File: config.mk
export PLATFORM = sky130hd
export DESIGN_NAME = uart_transceiver
export DESIGN_NICKNAME = d
export VERILOG_FILES = /design/src/rtl/uart_transceiver.sv
export SDC_FILE = /design/constraint.sdc
export NUM_CORES = 1
export LEC_CHECK = 0
export CORE_ASPECT_RATIO = 0.7
export CORE_MARGIN = 10
export CORE_UTILIZATION = 57
export DETAILED_ROUTE_END_ITERATION = 6
export PLACE_DENSITY_LB_ADDON = 0.25
export SYNTH_ARGS = -nofsm -noshare
export SYNTH_HDL_FRONTEND = slang
export SYNTH_SLANG_ARGS = --single-unit
File: constraint.sdc
create_clock -name clock -period 1.9 [get_ports clock]
set_input_delay 0.38 -clock clock [delete_from_list [all_inputs] [get_ports clock]]
set_output_delay 0.38 -clock clock [all_outputs]
set_load 0.02 [all_outputs]
File: src/rtl/uart_transceiver.sv
// Full-duplex 8N1 UART with a fixed clocks-per-bit divisor and a two-flop RX synchronizer.
// Define UART_LOOPBACK_EN to add a loopback input that routes the TX line into the RX path.
module uart_transceiver #(
  parameter int CLOCKS_PER_BIT = 86
) (
  input  logic       clock,
  input  logic       reset,
`ifdef UART_LOOPBACK_EN
  input  logic       loopback,
`endif
  input  logic       tx_has_data,
  input  logic [7:0] tx_data_to_send,
  output logic       tx_sending_bit,
  output logic       tx_is_transmitting,
  output logic       tx_transmission_done,
  input  logic       rx_incoming_bit,
  output logic       rx_has_data,
  output logic [7:0] rx_data_received
);

  localparam int CW = (CLOCKS_PER_BIT > 1) ? $clog2(CLOCKS_PER_BIT) : 1;
  localparam logic [CW-1:0] BIT_LAST  = CW'(CLOCKS_PER_BIT - 1);
  localparam logic [CW-1:0] HALF_LAST = CW'((CLOCKS_PER_BIT - 1) / 2 - 1);

  typedef enum logic [2:0] {
    TX_IDLE,
    TX_START,
    TX_DATA,
    TX_STOP,
    TX_DONE
  } txState_e;

  typedef enum logic [2:0] {
    RX_IDLE,
    RX_START,
    RX_DATA,
    RX_STOP,
    RX_RECOVER
  } rxState_e;

  txState_e      txState_q, txState_d;
  logic [CW-1:0] txCnt_q, txCnt_d;
  logic [2:0]    txBit_q, txBit_d;
  logic [7:0]    txShift_q, txShift_d;

  rxState_e      rxState_q, rxState_d;
  logic [CW-1:0] rxCnt_q, rxCnt_d;
  logic [2:0]    rxBit_q, rxBit_d;
  logic [7:0]    rxShift_q, rxShift_d;
  logic [7:0]    rxData_q, rxData_d;
  logic          rxValid_q, rxValid_d;
  logic          rxMeta_q, rxSync_q;
  logic          rxPin;

  always_ff @(posedge clock) begin
    if (reset) begin
      txState_q <= TX_IDLE;
      txCnt_q   <= '0;
      txBit_q   <= '0;
      txShift_q <= '0;
    end else begin
      txState_q <= txState_d;
      txCnt_q   <= txCnt_d;
      txBit_q   <= txBit_d;
      txShift_q <= txShift_d;
    end
  end

  // The TX line and status flags decode straight from the state so a reset edge releases the line at once.
  always_comb begin
    txState_d            = txState_q;
    txCnt_d              = txCnt_q;
    txBit_d              = txBit_q;
    txShift_d            = txShift_q;
    tx_sending_bit       = 1'b1;
    tx_is_transmitting   = 1'b0;
    tx_transmission_done = 1'b0;
    unique case (txState_q)
      TX_IDLE: begin
        if (tx_has_data) begin
          txShift_d = tx_data_to_send;
          txCnt_d   = '0;
          txBit_d   = '0;
          txState_d = TX_START;
        end
      end
      TX_START: begin
        tx_sending_bit     = 1'b0;
        tx_is_transmitting = 1'b1;
        if (txCnt_q == BIT_LAST) begin
          txCnt_d   = '0;
          txState_d = TX_DATA;
        end else begin
          txCnt_d = txCnt_q + CW'(1);
        end
      end
      TX_DATA: begin
        tx_sending_bit     = txShift_q[txBit_q];
        tx_is_transmitting = 1'b1;
        if (txCnt_q == BIT_LAST) begin
          txCnt_d = '0;
          if (txBit_q == 3'd7) begin
            txState_d = TX_STOP;
          end else begin
            txBit_d = txBit_q + 3'd1;
          end
        end else begin
          txCnt_d = txCnt_q + CW'(1);
        end
      end
      TX_STOP: begin
        tx_is_transmitting = 1'b1;
        if (txCnt_q == BIT_LAST) begin
          txCnt_d   = '0;
          txState_d = TX_DONE;
        end else begin
          txCnt_d = txCnt_q + CW'(1);
        end
      end
      TX_DONE: begin
        tx_transmission_done = 1'b1;
        txState_d            = TX_IDLE;
      end
      default: begin
        txState_d = TX_IDLE;
      end
    endcase
  end

`ifdef UART_LOOPBACK_EN
  assign rxPin = loopback ? tx_sending_bit : rx_incoming_bit;
`else
  assign rxPin = rx_incoming_bit;
`endif

  always_ff @(posedge clock) begin
    if (reset) begin
      rxMeta_q  <= 1'b1;
      rxSync_q  <= 1'b1;
      rxState_q <= RX_IDLE;
      rxCnt_q   <= '0;
      rxBit_q   <= '0;
      rxShift_q <= '0;
      rxData_q  <= '0;
      rxValid_q <= 1'b0;
    end else begin
      rxMeta_q  <= rxPin;
      rxSync_q  <= rxMeta_q;
      rxState_q <= rxState_d;
      rxCnt_q   <= rxCnt_d;
      rxBit_q   <= rxBit_d;
      rxShift_q <= rxShift_d;
      rxData_q  <= rxData_d;
      rxValid_q <= rxValid_d;
    end
  end

  // The start bit is re-checked near its middle, which centres every later sample in its bit.
  always_comb begin
    rxState_d = rxState_q;
    rxCnt_d   = rxCnt_q;
    rxBit_d   = rxBit_q;
    rxShift_d = rxShift_q;
    rxData_d  = rxData_q;
    rxValid_d = 1'b0;
    unique case (rxState_q)
      RX_IDLE: begin
        if (!rxSync_q) begin
          rxCnt_d   = '0;
          rxState_d = RX_START;
        end
      end
      RX_START: begin
        if (rxCnt_q == HALF_LAST) begin
          rxCnt_d = '0;
          if (!rxSync_q) begin
            rxBit_d   = '0;
            rxState_d = RX_DATA;
          end else begin
            rxState_d = RX_IDLE;
          end
        end else begin
          rxCnt_d = rxCnt_q + CW'(1);
        end
      end
      RX_DATA: begin
        if (rxCnt_q == BIT_LAST) begin
          rxCnt_d            = '0;
          rxShift_d[rxBit_q] = rxSync_q;
          if (rxBit_q == 3'd7) begin
            rxState_d = RX_STOP;
          end else begin
            rxBit_d = rxBit_q + 3'd1;
          end
        end else begin
          rxCnt_d = rxCnt_q + CW'(1);
        end
      end
      RX_STOP: begin
        if (rxCnt_q == BIT_LAST) begin
          rxCnt_d = '0;
          if (rxSync_q) begin
            rxData_d  = rxShift_q;
            rxValid_d = 1'b1;
            rxState_d = RX_IDLE;
          end else begin
            rxState_d = RX_RECOVER;
          end
        end else begin
          rxCnt_d = rxCnt_q + CW'(1);
        end
      end
      RX_RECOVER: begin
        if (rxSync_q) begin
          rxState_d = RX_IDLE;
        end
      end
      default: begin
        rxState_d = RX_IDLE;
      end
    endcase
  end

  assign rx_has_data      = rxValid_q;
  assign rx_data_received = rxData_q;

endmodule

==> impl_metrics.ini, run 1 <==
[worst_setup_path]
path_class = reg -> out
worstPathMaxFanout = 3
start_kind = flop
arrival_ns = 1.60
cp_data_required_time_ns = 1.52
cp-end-kind = output pin

[timing]
slew_violations = 0
fin_crit_ns = 1.98
timing.slew.headroom = 0.488
hold_viol_final = 0
worst_pin_slew_ns = 0.762
max_freq_mhz = 504
hold_ws_ns = 0.420
finalWorstSetupSlack_ns = -0.0848
clock_skew_ns = 0.00423
setup_viol_count_final = 1
rsz0062_at_grt = yes
min_period_over_period = 1.04

[cells_and_area]
drive_gt1_frac = 0.115
layout_commonest_cell = dfxtp_1
fin_area_um2 = 3070
final_cell_mix = dfxtp_1 (52), nor2_1 (35), nand2_1 (34)
area_growth_syn_to_layout_pct = 17.5
seqCellArea_um2 = 1060
antenna_cells = 0
multi_input_comb_area_um2 = 1450
num-fill-cells = 357
fin_nets = 349

[power]
power_density_nw_per_um2 = 640
p_switching_mw = 0.489
pwr-share-comb = 0.095
power_leakage_nw = 1.14
swShare = 0.249
seq_power_share = 0.585
clkPwrFrac = 0.321
internal-power_mw = 1.48
p_total_mw = 1.96
vdd.ir_drop.worst_mv = 0.537

[global_routing]
globalRouteOverflowTotal = 0
antenna_found_initial = 0
grt_pass1_vias = 2084
grt_use_total = 0.152
grt_max_degree = 20
grt_pass1_wl_um = 9940

[clock_network]
cts_buffers = 5
htree_num_levels = 2
cts_tree = built
path_clk_slew_ns = 0.09
root_buffer = clkbuf_8
clockBufferDepth = 2
cts_sinks = 53
clkLatencyLatePin_ns = 0.31

[detailed_routing]
wire_per_inst_um = 15.1
vias = 2240
wl_um = 5820
drt-initial-drc-count = 156
dr.pass1.iters = 4
viasPerCell = 5.82
ant_nets = 0
drcViolationCount = 0

[place]
gp_congestion = 0.845
port_buffers = 23
dpl.hpwl_um = 4220
placed_cell_area_um2 = 2970

[synthesis]
synth_seq_area_share = 0.406
synth_edf_count = 0
syn_inst = 298
yosys_warnings = 0
synthArstFlopShare = 0
synthesis.nets = 318
ys_types = 52
syn_avg_cell_area_um2 = 8.77
synth.ff_latch_count = 53
ys.flop_type = dfxtp_1
synth_area_um2 = 2610

[floorplan]
die_y_um = 76.6
core_um2 = 4380
initial_core_util = 0.597
rows = 20
die_width_um = 101
pin_count = 24
dieArea_um2 = 7730

[min_path]
hp-class = reg -> reg

[run]
maxCapViolCount = 0

[status]
violations = negative setup slack
run_status = complete, but fails checks
==> cell type report <==
cell class	instances	area share
multi-input combinational	215	0.471
sequential	53	0.347
timing repair buffer	40	0.115
clock buffer	7	0.0249
tap	55	0.0224
inverter	14	0.0171
clock inverter	1	0.00245
==> path summary, 6_finish.rpt <==
kind,start,end,slack [ns],depth (start not counted)
worst max-delay path,txBit_q[0]$_SDFFE_PP0P_,tx_sending_bit,-0.08,4
worst min-delay path,rxMeta_q$_SDFF_PP1_,rxSync_q$_SDFF_PP1_,0.42,1
worst max register to register,txBit_q[0]$_SDFFE_PP0P_,txState_q[0]$_SDFFE_PP0P_,0.09,7
worst min register to register,rxMeta_q$_SDFF_PP1_,rxSync_q$_SDFF_PP1_,0.42,1
==> per-stage QoR <==
stage / setup TNS (ns) / cells / setup WS [ns] / utilization
2_1_floorplan: 0 / 298 / 0.190 / -
5_1_grt: -0.206 / 385 / -0.206 / 0.701
3_3_place_gp: -0.164 / 376 / -0.164 / 0.677
6_report: -0.0848 / 385 / -0.0848 / 0.701
3_5_place_dp: -0.285 / 376 / -0.186 / 0.677
4_1_cts: -0.0970 / 384 / -0.0970 / 0.695
==> logic make-up (layout without fill, tap and decap cells) <==
group / count (synthesis) / in the layout / synth area share
AO/OA/AOI/OAI: 52 / 52 / 0.142
XOR/XNOR: 6 / 6 / 0.0201
adder cells (fa/ha/maj): 8 / 8 / 0.0383
buffers and inverters: 30 / 62 / 0.0479
flip-flops: 53 / 53 / 0.406
multiplexers: 20 / 20 / 0.0862
AND/OR/NAND/NOR: 129 / 129 / 0.260
==> metal layers <==
layer  wire length [µm]  up-vias  track usage
met5                  0        -            0
met4                 46        0       0.0417
met3                426        5       0.0453
met2               2500       59        0.217
met1               2850     1054        0.214
li1                   -     1122            -
==> synth_stat cells (2+ instances only) <==
cell | count | area share
nand4b_1 | 2 | 0.0067
a31oi_1 | 2 | 0.0048
nor4_1 | 5 | 0.012
and2_1 | 4 | 0.0096
o311a_1 | 2 | 0.0077
inv_1 | 14 | 0.020
nor3_1 | 11 | 0.021
or2_2 | 3 | 0.0072
o21ai_1 | 2 | 0.0038
or3b_1 | 2 | 0.0067
nand4bb_1 | 3 | 0.013
a21oi_1 | 15 | 0.029
nor3b_1 | 6 | 0.017
nor2_1 | 35 | 0.050
nand3b_1 | 4 | 0.011
nand2_1 | 34 | 0.049
o32ai_1 | 2 | 0.0067
mux4_2 | 2 | 0.017
o21ai_0 | 3 | 0.0057
o31ai_1 | 4 | 0.011
buf_2 | 4 | 0.0077
nand3_1 | 7 | 0.013
nand4_1 | 6 | 0.014
o211ai_1 | 8 | 0.023
mux2i_1 | 18 | 0.069
xnor2_1 | 5 | 0.017
clkbuf_1 | 11 | 0.016
dfxtp_1 | 53 | 0.41
ha_1 | 8 | 0.038
==> power groups by stage <==
stage	registers, mW	logic (mW)	clock network (mW)
2_1_floorplan	1.17	0.113	0
3_3_place_gp	1.18	0.182	0
3_5_place_dp	1.18	0.184	0
4_1_cts	1.15	0.181	0.649
5_1_grt	1.15	0.207	0.685
6_report	1.15	0.186	0.630
==> flip-flops by register name (all words and copies together), names as in the netlist, 3 cells and up <==
| register | count |
|---|---|
| rxShift_q | 8 |
| rxBit_q | 3 |
| txBit_q | 3 |
| rxCnt_q | 7 |
| rx_data_received | 8 |
| txShift_q | 8 |
| txState_q | 3 |
| rxState_q | 3 |
| txCnt_q | 7 |
==> critical path, stage by stage (launching register included) <==
cell and delay [ns]:
dfxtp_4 0.37, mux4_2 0.48, mux2i_1 0.15, a32oi_1 0.12, buf_4 0.17
==> timing repair <==
item                       CTS  global route
setup buffers                0             1
gates resized for setup      8             4
gates cloned                 0             0
pin swaps                    0             2
hold buffers                 0             0
setup endpoints to repair    3             6
Note: power is estimated with default switching activity, not from simulation.
==> inputs of run 2 (changes only) <==
HOLD_SLACK_MARGIN = 0.1   (was not set)
==> results of run 2 <==
No change in the layout: final DEF, timing and power equal those of run 1.
